`src/rtl/conv2_accumulate_stage_if.sv`:
```
// Handshake/data bundle between the conv2 multiplier stage and the accumulate stage.
// master drives products and control; slave (the accumulate stage) returns the activation.
interface conv2_accumulate_stage_if;
  logic               in_valid;
  logic signed [15:0] prod1;
  logic signed [15:0] prod2;
  logic signed [15:0] prod3;
  logic signed [15:0] prod4;
  logic signed [15:0] prod5;
  logic signed [15:0] prod6;
  logic signed [15:0] bias;
  logic               clear;
  logic [7:0]         out_data;
  logic               out_valid;
  logic [4:0]         beat_count;

  modport master (
    output in_valid, prod1, prod2, prod3, prod4, prod5, prod6, bias, clear,
    input  out_data, out_valid, beat_count
  );

  modport slave (
    input  in_valid, prod1, prod2, prod3, prod4, prod5, prod6, bias, clear,
    output out_data, out_valid, beat_count
  );
endinterface

```
`src/rtl/conv2_accumulate_stage.sv`:
```
// Conv2 accumulate stage: 3-stage adder tree over six products, BEATS-beat accumulation,
// then bias, rounding shift, ReLU and saturation to a 0..127 activation.
module conv2_accumulate_stage #(
  parameter int unsigned BEATS = 3,
  parameter int unsigned SHIFT = 4,
  parameter int unsigned ACC_W = 24
) (
  input logic                      clk,
  input logic                      rst_n,
  conv2_accumulate_stage_if.slave  bus
);

  localparam logic [4:0]  LastBeat = 5'(BEATS - 1);
  localparam int unsigned RoundInt = (SHIFT > 0) ? (32'd1 << (SHIFT - 1)) : 32'd0;
  localparam logic signed [ACC_W-1:0] RoundK = ACC_W'(RoundInt);

  logic signed [16:0]      p12_q, p34_q, p56_q;
  logic signed [16:0]      p12_d, p34_d, p56_d;
  logic                    v1_q, v2_q;
  logic signed [18:0]      tot_q, tot_d;
  logic signed [ACC_W-1:0] acc_q;
  logic [4:0]              beat_count_q;
  logic [7:0]              out_data_q;
  logic                    out_valid_q;

  logic signed [ACC_W-1:0] tot_ext, bias_ext, acc_sum, last_sum, shifted;
  logic [7:0]              act;

  // An all-zero pair loads 0 directly so the adder sees no activity.
  function automatic logic signed [16:0] pair_sum(input logic signed [15:0] a,
                                                  input logic signed [15:0] b);
    if (a == 16'sd0 && b == 16'sd0) return 17'sd0;
    return {a[15], a} + {b[15], b};
  endfunction

  always_comb begin
    p12_d = pair_sum(bus.prod1, bus.prod2);
    p34_d = pair_sum(bus.prod3, bus.prod4);
    p56_d = pair_sum(bus.prod5, bus.prod6);
    tot_d = {{2{p12_q[16]}}, p12_q} + {{2{p34_q[16]}}, p34_q} + {{2{p56_q[16]}}, p56_q};
  end

  always_comb begin
    tot_ext  = {{(ACC_W - 19){tot_q[18]}}, tot_q};
    bias_ext = {{(ACC_W - 16){bus.bias[15]}}, bus.bias};
    acc_sum  = acc_q + tot_ext;
    last_sum = acc_sum + bias_ext + RoundK;
    shifted  = last_sum >>> SHIFT;
    if (shifted[ACC_W-1]) begin
      act = 8'd0;
    end else if (|shifted[ACC_W-2:7]) begin
      act = 8'd127;
    end else begin
      act = {1'b0, shifted[6:0]};
    end
  end

  always_ff @(posedge clk or negedge rst_n) begin
    if (!rst_n) begin
      p12_q        <= '0;
      p34_q        <= '0;
      p56_q        <= '0;
      v1_q         <= 1'b0;
      v2_q         <= 1'b0;
      tot_q        <= '0;
      acc_q        <= '0;
      beat_count_q <= '0;
      out_data_q   <= '0;
      out_valid_q  <= 1'b0;
    end else if (bus.clear) begin
      // Flush in-flight beats and the partial pixel; out_data keeps its last value.
      v1_q         <= 1'b0;
      v2_q         <= 1'b0;
      acc_q        <= '0;
      beat_count_q <= '0;
      out_valid_q  <= 1'b0;
    end else begin
      v1_q <= bus.in_valid;
      if (bus.in_valid) begin
        p12_q <= p12_d;
        p34_q <= p34_d;
        p56_q <= p56_d;
      end
      v2_q <= v1_q;
      if (v1_q) tot_q <= tot_d;
      out_valid_q <= 1'b0;
      if (v2_q) begin
        if (beat_count_q == LastBeat) begin
          out_data_q   <= act;
          out_valid_q  <= 1'b1;
          acc_q        <= '0;
          beat_count_q <= '0;
        end else begin
          acc_q        <= acc_sum;
          beat_count_q <= beat_count_q + 5'd1;
        end
      end
    end
  end

  assign bus.out_data   = out_data_q;
  assign bus.out_valid  = out_valid_q;
  assign bus.beat_count = beat_count_q;

endmodule
```
`src/flat_wrapper.sv`:
```
// flat-port wrapper written by rule: the top's interface ports become plain ports
module conv2_accumulate_stage_flat 
#(
  parameter int unsigned BEATS = 3,
  parameter int unsigned SHIFT = 4,
  parameter int unsigned ACC_W = 24
)
  (clk, rst_n, bus_in_valid, bus_prod1, bus_prod2, bus_prod3, bus_prod4, bus_prod5, bus_prod6, bus_bias, bus_clear, bus_out_data, bus_out_valid, bus_beat_count);
  conv2_accumulate_stage_if bus_i ();
  input logic clk;
  input logic rst_n;
  input wire logic [$bits(bus_i.in_valid)-1:0] bus_in_valid;
  input wire logic [$bits(bus_i.prod1)-1:0] bus_prod1;
  input wire logic [$bits(bus_i.prod2)-1:0] bus_prod2;
  input wire logic [$bits(bus_i.prod3)-1:0] bus_prod3;
  input wire logic [$bits(bus_i.prod4)-1:0] bus_prod4;
  input wire logic [$bits(bus_i.prod5)-1:0] bus_prod5;
  input wire logic [$bits(bus_i.prod6)-1:0] bus_prod6;
  input wire logic [$bits(bus_i.bias)-1:0] bus_bias;
  input wire logic [$bits(bus_i.clear)-1:0] bus_clear;
  output wire logic [$bits(bus_i.out_data)-1:0] bus_out_data;
  output wire logic [$bits(bus_i.out_valid)-1:0] bus_out_valid;
  output wire logic [$bits(bus_i.beat_count)-1:0] bus_beat_count;
  assign bus_i.in_valid = bus_in_valid;
  assign bus_i.prod1 = bus_prod1;
  assign bus_i.prod2 = bus_prod2;
  assign bus_i.prod3 = bus_prod3;
  assign bus_i.prod4 = bus_prod4;
  assign bus_i.prod5 = bus_prod5;
  assign bus_i.prod6 = bus_prod6;
  assign bus_i.bias = bus_bias;
  assign bus_i.clear = bus_clear;
  assign bus_out_data = bus_i.out_data;
  assign bus_out_valid = bus_i.out_valid;
  assign bus_beat_count = bus_i.beat_count;
  conv2_accumulate_stage #(.BEATS(BEATS), .SHIFT(SHIFT), .ACC_W(ACC_W)) u_core (.clk(clk), .rst_n(rst_n), .bus(bus_i));
endmodule
```
`config.mk`:
```
export PLATFORM = sky130hd
export DESIGN_NAME = conv2_accumulate_stage_flat
export DESIGN_NICKNAME = d
export VERILOG_FILES = /design/src/rtl/conv2_accumulate_stage_if.sv /design/src/rtl/conv2_accumulate_stage.sv /design/src/flat_wrapper.sv
export SDC_FILE = /design/constraint.sdc
export NUM_CORES = 1
export LEC_CHECK = 0
export BUFFER_PORTS_ARGS = -buffer_cell sky130_fd_sc_hd__clkbuf_2
export CAP_MARGIN = 15
export CELL_PAD_IN_SITES_DETAIL_PLACEMENT = 0
export CELL_PAD_IN_SITES_GLOBAL_PLACEMENT = 1
export CORE_MARGIN = 5
export CORE_UTILIZATION = 49
export DETAILED_ROUTE_END_ITERATION = 12
export GPL_TIMING_DRIVEN = 0
export PLACE_DENSITY = 0.95
export SYNTH_ARGS = -nofsm -noshare
export SYNTH_HDL_FRONTEND = slang
export SYNTH_SLANG_ARGS = --single-unit
```
`constraint.sdc`:
```
create_clock -name clk -period 7 [get_ports clk]
set_clock_uncertainty 0.1 [all_clocks]
set_input_delay 1.05 -clock clk [delete_from_list [all_inputs] [get_ports clk]]
set_output_delay 1.05 -clock clk [all_outputs]
set_load 0.01 [all_outputs]
```
[Word level (Yosys, flattened, before mapping)]
Cells that the tools add are included.
Cells by class
  add/sub/neg operators: 9
  eq/ne operators: 1
  multiplexer cells: 22
  bitwise gates (word level): 1
  reduce and logical (&&, ||, !) cells: 14
Operators with widths (count)
  $mux W17: 6
  $logic_not A16 Y1: 6
  $mux W24: 3
  $add A16 B16 Y17: 3
  $add A24 B16 Y24: 1
  $add A24 B19 Y24: 1
  $add A24 B5 Y24 const B: 1
  $add A19 B19 Y19: 1
  $add A17 B17 Y18: 1
  $mux W5: 3
  $reduce_or A13 Y1: 1
  $mux W1: 8
  $mux W8: 1
  $mux W7: 1
  $add A5 B1 Y5 const B: 1
  $eq A5 B2 Y1 const B: 1
  $reduce_and A2 Y1: 2
  $logic_and A1 B1 Y1: 3
  $reduce_and A3 Y1: 1
  $reduce_bool A2 Y1: 1
  $not A1 Y1: 1
Storage, ports and cells
  bits in registers: 110
  input bits: 116
  output and inout bits: 14

[Longest topological paths before layout]
Gate-level depths: netlist of the first run.
  depth in word-level cells: 6
  depth in mapped cells: 23
  mapped depth without buffers: 23

[Least setup slack after synthesis of the first run]
Ideal clock, no wire load.
  path kind: register -> register
  start: register u_core.acc_q[0]
  end: register u_core.out_data_q[6], in the netlist u_core.bus.out_data[6]
  arrival time: 4.374 ns
  required time: 6.777 ns
  path slack: 2.403 ns
  stages on the path, launching flop included: 24
  period minus slack after synthesis: 4.597 ns
  cells stage by stage: dfrtp_1 -> ha_1 -> inv_1 -> fa_1 -> nor2b_1 -> o21ai_1 -> a21oi_1 -> o21ai_0 -> nand2b_1 -> a21o_1 -> a21oi_1 -> xnor2_1 -> ha_1 -> ha_1 -> a21oi_2 -> o21ai_1 -> o311ai_2 -> a21oi_2 -> a41o_1 -> a31o_1 -> xor2_1 -> nor4_2 -> nand4_2 -> o221a_1
Between the ends
  longest elaborated chain between the ends: 6
Ends and longest elaborated chain
  start, declared: line conv2_accumulate_stage.sv:21  | logic signed [ACC_W-1:0] acc_q;
  start signal, assigned: line conv2_accumulate_stage.sv:94  | acc_q <= acc_sum;
  $add A24 B19 Y24 *: line conv2_accumulate_stage.sv:46  | acc_sum = acc_q + tot_ext;
  $add A24 B16 Y24 *: line conv2_accumulate_stage.sv:47  | last_sum = acc_sum + bias_ext + RoundK;
  $add A24 B5 Y24 *: line conv2_accumulate_stage.sv:47
  $reduce_or A13 Y1: line conv2_accumulate_stage.sv:51  | end else if (|shifted[ACC_W-2:7]) begin
  $mux W7: line conv2_accumulate_stage.sv:51
  $mux W8 *: line conv2_accumulate_stage.sv:49  | if (shifted[ACC_W-1]) begin
  end signal, assigned: line conv2_accumulate_stage.sv:89  | out_data_q <= act;
  end, declared: line conv2_accumulate_stage.sv:23  | logic [7:0] out_data_q;
Every way passes the cells marked *; elsewhere a longest branch is shown, timed or not.
A chain may end at the register's enable or synchronous reset.

[Final worst setup path of the first run]
  start: register u_core.tot_q[0]
  end: register u_core.out_data_q[1], in the netlist u_core.bus.out_data[1]
Between the ends
  longest elaborated chain between the ends: 6
Ends and longest elaborated chain
  start, declared: line conv2_accumulate_stage.sv:20  | logic signed [18:0] tot_q, tot_d;
  start signal, assigned: line conv2_accumulate_stage.sv:85  | if (v1_q) tot_q <= tot_d;
  $add A24 B19 Y24 *: line conv2_accumulate_stage.sv:46
  $add A24 B16 Y24 *: line conv2_accumulate_stage.sv:47
  $add A24 B5 Y24 *: line conv2_accumulate_stage.sv:47
  $reduce_or A13 Y1: line conv2_accumulate_stage.sv:51
  $mux W7: line conv2_accumulate_stage.sv:51
  $mux W8 *: line conv2_accumulate_stage.sv:49
Marked as above.

==> flow_metrics.tcl, run 1 <==
set metrics [dict create \
    outcome "finished clean" \
    cp-end-kind "flip-flop" \
    drv_slew 0 \
    grt_pass1_vias 8070 \
    postCtsHoldBufs 0 \
    diodes 0 \
    dieArea_sq_um 22700 \
    clock_sinks 109 \
    p_leak_nw 5.38 \
    cts.path.max_buffers 2 \
    ys_ff_latch 109 \
    gr-usage-all-layers_pct 20.4 \
    drive_above_1_share_pct 13.4 \
    postCtsSetupBuffers 0 \
    coreArea_sq_um 19500 \
    wl_mm 22.8 \
    die_y_um 151 \
    root_buffer "clkbuf_16" \
    drt_first_iter_violations 371 \
    area_delta_synth_final_pct 13.3 \
    worst_pin_slew_ns 0.873 \
    cts_resized 0 \
    clock_latency_ns 0.36 \
    port_buffers 128 \
    met3_wirelength_um 723 \
    rows 51 \
    wire_per_inst_um 15.3 \
    final_common_cell "ha_1" \
    antenna_found_initial 0 \
    fmax_ghz 0.188 \
    drt-pass1-iter-count 5 \
    yosysWarnings 0 \
    final_cell_mix "151 x ha_1, 127 x clkbuf_2, 109 x dfrtp_1" \
    holdWs_ns 0.384 \
    period_minus_slack_ns 5.32 \
    clk_pin_slew_worst_paths_ns 0.07 \
    nets 1489 \
    top_layer "met4" \
    async_flop_share_pct 100 \
    num_io_pins 130 \
    num_vias 8327 \
    setup_violations 0 \
    synth_nets 1350 \
    path_delay_family "compound AO/OA/AOI/OAI gates" \
    initial_core_util_pct 49.7 \
    power_mw 3.59 \
    syn_avg_cell_area_sq_um 8.98 \
    hold_violations 0 \
    tritoncts "done" \
    yosysUniqueCellTypes 71 \
    worst_setup_path_start_kind "flip-flop" \
    ir_worst_vdd_v 0.000172 \
    wl_met2_mm 11.3 \
    ys_seq_area_share_pct 28.2 \
    grt-ovfl-total 0 \
    r2r_cells 22 \
    syn_inst 1077 \
    p_per_area_nw_per_um2 327 \
    gp_congestion 0.826 \
    htree_levels 3 \
    grt_first_pass_wirelength_mm 37.7 \
    slew_headroom_pct 41.8 \
    postRouteAntennaNets 0 \
    m1WireLength_mm 10.5 \
    dpl.hpwl_mm 18.8 \
    vias_per_cell 5.60 \
    crit_cells 22 \
    worstSetupPathType "flip-flop to flip-flop" \
    path_max_fanout 7 \
    ys.flop_type "dfrtp_1" \
    setup_tns_ns 0 \
    worst_hold_path_type "flip-flop to flip-flop" \
    synth_edf_count 0 \
    hold_depth 2 \
    grt_max_degree 110 \
    cts_buffers 9 \
    period_share_pct 76.0 \
    crit_arrival_ns 5.46 \
    fillers 1781 \
    worstPathCellList "ha_1, inv_1, fa_1, nor2b_1, o21ai_1, a21oi_1, a41oi_1, nand2_1, a21oi_1, xnor2_1, ha_1, ha_1, inv_1, o21ai_1, o311ai_2, a21oi_2, a41o_1, a31o_1, xor2_1, nor4_2, nand4_2, o221a_1" \
    drcViolationCount 0 \
    cap_violations 0 \
    worstPathRequired_ns 7.14 \
    slowest_stage "fa_1" \
    crit_buf_inv 2 \
    syn_area_sq_um 9670 \
    crit_path_frequent_cell "ha_1" \
    rsz0062_at_grt "no" \
    cpPeakStageDelay_ns 0.41 \
    die_x_um 151 \
]
per-stage QoR:
stage               cells  area (sq um)  utilization, %  setup WS, ns
detailed placement   1470         10700            54.7          1.72
floorplan            1077          9670               -          2.40
CTS                  1486         11000            56.3          1.70
finish               1486         11000            56.3          1.68
global route         1486         11000            56.3          1.23
global placement     1470         10600            54.7          1.81
state kept, by name (all words and copies together) (netlist names):
signal / count
u_core.bus.out_data: 7
u_core.tot_q: 19
u_core.p56_q: 17
u_core.bus.out_valid: 1
u_core.v1_q: 1
u_core.v2_q: 1
u_core.acc_q: 24
u_core.p12_q: 17
u_core.bus.beat_count: 5
u_core.p34_q: 17
report_power, final:
part	switching [mW]	leakage, nW	total (mW)	internal [mW]
Combinational	1.21	3.82	2.18	0.976
Clock	0.230	0.147	0.543	0.314
Sequential	0.105	1.41	0.860	0.756
Total	1.54	5.38	3.59	2.05
logic make-up after synthesis:
family | share of synthesized area, %
compound gates | 24.4
simple gates | 14.9
fa+ha+maj | 20.8
flops | 28.2
xor+xnor | 8.38
buf+inv | 3.08
mux | 0.220
other cells | 0.0388
Yosys cell counts (7+ instances only):
master    count  area share (%)
ha_1        151              20
dfrtp_1     109              28
nand2_1      92             3.6
a21oi_1      81             4.2
o21ai_0      73             3.8
xnor2_1      63             5.7
inv_1        59             2.3
nor2_1       52             2.0
a22o_1       32             2.9
o21bai_1     32             2.5
nor4_1       27             1.7
xor2_1       27             2.4
nor3_1       23             1.2
a21o_1       20             1.6
clkbuf_1     17            0.66
nand3_1      15            0.78
and2_1       12            0.78
nand2b_1     12            0.78
nand4_1      12            0.78
or3_1        12            0.78
o211ai_1     11            0.85
o21a_1       11            0.85
and3_1       10            0.65
o21ai_1      10            0.52
a31oi_1       8            0.52
nor2b_1       8            0.52
o221a_1       7            0.81
path summary, 6_finish.rpt:
| path | start | endpoint | slack [ns] |
|---|---|---|---|
| worst max register to register | u_core.tot_q[0] | u_core.bus.out_data[1] | 1.68 |
| min in group asynchronous | rst_n | u_core.bus.out_data[0] | 0.67 |
| worst min register to register | u_core.p12_q[7] | u_core.p12_q[7] | 0.38 |
| max in group asynchronous | rst_n | u_core.v1_q | 5.49 |
| worst min-delay path | u_core.p12_q[7] | u_core.p12_q[7] | 0.38 |
| worst max-delay path | u_core.tot_q[0] | u_core.bus.out_data[1] | 1.68 |
worst register-to-register path, stage by stage (launching register included):
cell	delay [ns]
dfrtp_1	0.36
ha_1	0.21
inv_1	0.07
fa_1	0.41
nor2b_1	0.12
o21ai_1	0.08
a21oi_1	0.26
a41oi_1	0.21
nand2_1	0.13
a21oi_1	0.10
xnor2_1	0.26
ha_1	0.29
ha_1	0.31
inv_1	0.10
o21ai_1	0.09
o311ai_2	0.38
a21oi_2	0.13
a41o_1	0.33
a31o_1	0.27
xor2_1	0.15
nor4_2	0.30
nand4_2	0.26
o221a_1	0.29
routing by layer:
layer | track usage [%] | vias up
met4 | 4.44 | 0
met5 | 0 | -
met1 | 26.7 | 3862
met3 | 1.96 | 17
li1 | - | 4285
met2 | 36.5 | 163
area by class of cell:
class / instances / area, sq um / area share [%]
timing repair buffer: 128 / 649 / 5.92
clock inverter: 4 / 72.6 / 0.662
inverter: 59 / 221 / 2.02
sequential: 109 / 2730 / 24.9
clock buffer: 12 / 236 / 2.16
buffer: 19 / 76.3 / 0.696
multi-input combinational: 890 / 6650 / 60.6
tap: 265 / 332 / 3.02
(Power assumes the default switching activity.)
==> inputs of run 2 (changes only) <==
--- a/config.mk
+++ b/config.mk
@@ -10,10 +10,10 @@
 export CELL_PAD_IN_SITES_DETAIL_PLACEMENT = 0
 export CELL_PAD_IN_SITES_GLOBAL_PLACEMENT = 1
 export CORE_MARGIN = 5
-export CORE_UTILIZATION = 49
+export CORE_UTILIZATION = 41
 export DETAILED_ROUTE_END_ITERATION = 12
 export GPL_TIMING_DRIVEN = 0
-export PLACE_DENSITY = 0.95
+export PLACE_DENSITY = 0.88
 export SYNTH_ARGS = -nofsm -noshare
 export SYNTH_HDL_FRONTEND = slang
 export SYNTH_SLANG_ARGS = --single-unit
==> constraint.sdc (replaced) <==
create_clock -name clk -period 4.41 [get_ports clk]
set_clock_uncertainty 0.1 [all_clocks]
set_input_delay 0.6615 -clock clk [delete_from_list [all_inputs] [get_ports clk]]
set_output_delay 0.6615 -clock clk [all_outputs]
set_load 0.01 [all_outputs]
==> run 2 against run 1 <==
  * The run now ends with setup timing left
  * Hold slack worse by 0.12 ns
  * Fmax grew 9.0%
  * Core utilization decreased by 7.3 points
  * First-iteration DRC count increased by 8.4%
  * Power is 70% higher
  * Routed wire length rose by 4.7%
  * Clock power grew 60%
  * Non-clock buffer count increased by 14
  * Via count rose by 1.7%
  * Global-route usage down 2.6 points
  * Clock-buffer cell count shrank 1
  * Largest cell class unchanged
==> flow_metrics.tcl, run 2 (same netlist as run 1, synthesis figures left out) <==
set metrics [dict create \
    outcome "complete, but fails checks" \
    violations "setup timing" \
    cts.path.max_buffers 2 \
    drcViolationCount 0 \
    period_share_pct 111 \
    initial_core_util_pct 41.5 \
    cp-end-kind "flip-flop" \
    pre_cts_ws_ns -0.666 \
    period_minus_slack_ns 4.88 \
    antenna_found_initial 0 \
    dpl.hpwl_mm 19.1 \
    p_sw_mw 2.68 \
    drt_first_iter_violations 402 \
    grt.met2_usage_pct 31.9 \
    p_int_mw 3.43 \
    wire_per_inst_um 15.3 \
    slowest_stage "dfrtp_1" \
    worst_hold_path_type "input pin to async pin" \
    largestRegisters "u_core.acc_q x24, u_core.tot_q x19" \
    utilization_pct 49.1 \
    grt-ovfl-total 0 \
    met3_usage_pct 2.83 \
    drt-pass1-iter-count 5 \
    final_cell_mix "143 x ha_1, 127 x clkbuf_2, 109 x dfrtp_1" \
    worstSetupPathType "flip-flop to flip-flop" \
    dieArea_sq_um 26800 \
    use_met1_pct 22.9 \
    grt_first_pass_wirelength_mm 39.3 \
    port_buffers 128 \
    num_io_pins 130 \
    power_mw 6.10 \
    clock_power_share_pct 14.2 \
    largest_reg_flops 24 \
    wl_mm 23.8 \
    postCtsHoldBufs 0 \
    root_buffer "clkbuf_16" \
    clk_pin_slew_worst_paths_ns 0.08 \
    fmax_ghz 0.205 \
    rr_startpoint "u_core.tot_q[0]" \
    grt_max_degree 110 \
    switching_share_pct 43.8 \
    setup_slack_ns -0.473 \
    placedInstanceArea_sq_um 10700 \
    clock_latency_ns 0.37 \
    ir_worst_vdd_v 0.000336 \
    nets 1503 \
    path_delay_family "compound AO/OA/AOI/OAI gates" \
    setup_violations 7 \
    diodes 0 \
    crit_arrival_ns 5.04 \
    cap_violations 0 \
    cts_buffers 9 \
    clock_sinks 109 \
    p_leak_nw 5.49 \
    rows 56 \
    worst_setup_path_start_kind "flip-flop" \
    gp_congestion 0.893 \
    postRouteAntennaNets 0 \
    area_delta_synth_final_pct 18.3 \
    rsz0062_at_grt "yes" \
    htree_levels 3 \
    cpPeakStageDelay_ns 0.42 \
    vias_per_cell 5.45 \
    worstPathRequired_ns 4.57 \
    gr-usage-all-layers_pct 17.8 \
    seqPwrFrac_pct 22.4 \
    die_y_um 164 \
    hold_violations 0 \
    combPwrFrac_pct 63.4 \
    r2r_slack_ns -0.47 \
    final_common_cell "ha_1" \
    die_x_um 164 \
    crit_path_frequent_cell "nand2_2" \
    tritoncts "done" \
    largest-register "u_core.acc_q" \
    slew_headroom_pct 41.8 \
    gr-max-usage-layer "met2" \
    path_max_fanout 7 \
    coreArea_sq_um 23300 \
    num_vias 8469 \
    drv_slew 0 \
    fin_area_sq_um 11400 \
    drive_above_1_share_pct 18.3 \
    reg2reg_to "u_core.bus.out_data[6]" \
    grt_pass1_vias 8385 \
    crit_buf_inv 4 \
    worst_pin_slew_ns 0.872 \
    p_per_area_nw_per_um2 533 \
    r2r_cells 25 \
]
==> run 2: changes by cell type in the layout (fill, tap and decap cells not counted), sizes merged <==
cell and change:
inv +1, clkinv +2, clkinvlp -1, bufinv -1, clkbuf -2, buf +15
==> run 2: area by class of cell <==
| cell class | instances | area, sq um |
|---|---|---|
| Buffer | 18 | 72.6 |
| Clock buffer | 11 | 253 |
| Clock inverter | 5 | 67.6 |
| Fill cell | 2232 | 11900 |
| Inverter | 59 | 221 |
| Multi-Input combinational cell | 890 | 6940 |
| Sequential cell | 109 | 2730 |
| Tap cell | 319 | 399 |
| Timing Repair Buffer | 143 | 766 |
==> run 2: metrics by stage <==
| step | std cells | hold WS (ns) | TNS (ns) |
|---|---|---|---|
| after floorplan | 1077 | 0.266 | 0 |
| after global routing | 1554 | 0.361 | -4.85 |
| final | 1554 | 0.267 | -3.25 |
| after detailed placement | 1524 | 0.376 | -4.63 |
| after global placement | 1524 | 0.369 | -4.06 |
| after CTS | 1551 | 0.333 | -2.75 |
==> run 2: worst max path at each step <==
stage,slack [ns],cells past startpoint,startpoint,endpoint
4_1_cts,-0.40,23,u_core.tot_q[0],u_core.bus.out_data[6]
3_3_place_gp,-0.58,22,u_core.acc_q[0],u_core.bus.out_data[1]
6_report,-0.47,25,u_core.tot_q[0],u_core.bus.out_data[6]
5_1_grt,-0.70,25,u_core.tot_q[0],u_core.bus.out_data[6]
2_1_floorplan,0.03,23,u_core.acc_q[0],u_core.bus.out_data[6]
3_5_place_dp,-0.67,22,u_core.tot_q[0],u_core.bus.out_data[0]
==> run 2: worst register-to-register path, stage by stage, from the launching register on <==
cell	delay [ns]
dfrtp_1	0.42
ha_4	0.18
inv_2	0.05
fa_2	0.21
nor2b_2	0.05
o21ai_2	0.15
a21oi_2	0.10
a41oi_2	0.27
nand2_2	0.12
buf_6	0.13
buf_4	0.11
buf_4	0.13
nand2_2	0.07
nand2_2	0.05
a21oi_2	0.16
xnor2_2	0.15
ha_1	0.30
ha_4	0.23
and2_4	0.14
o21a_1	0.16
a41o_2	0.27
a31o_1	0.25
xor2_2	0.16
nor4_4	0.33
nand4_4	0.21
o221a_1	0.27
==> run 2: metal layers <==
layer	share of wire [%]	up-vias
li1	-	4316
met4	1.0	0
met1	46	3987
met3	3.3	18
met2	50	148
met5	0	-
==> run 2: timing repair <==
item                                   4_1_cts  5_1_grt
pin swaps                                   30       26
setup endpoints to repair                    8       11
gates resized for setup                     26       30
endpoints found under the hold margin        0        0
buffers inserted                            12        3
==> run 2: power by group through the flow <==
stage	Combinational [mW]	Sequential, mW	Clock [mW]
2_1_floorplan	2.77	1.31	0
3_3_place_gp	3.40	1.38	0
3_5_place_dp	3.48	1.38	0
4_1_cts	3.68	1.36	0.882
5_1_grt	4.35	1.39	0.920
6_report	3.87	1.37	0.869
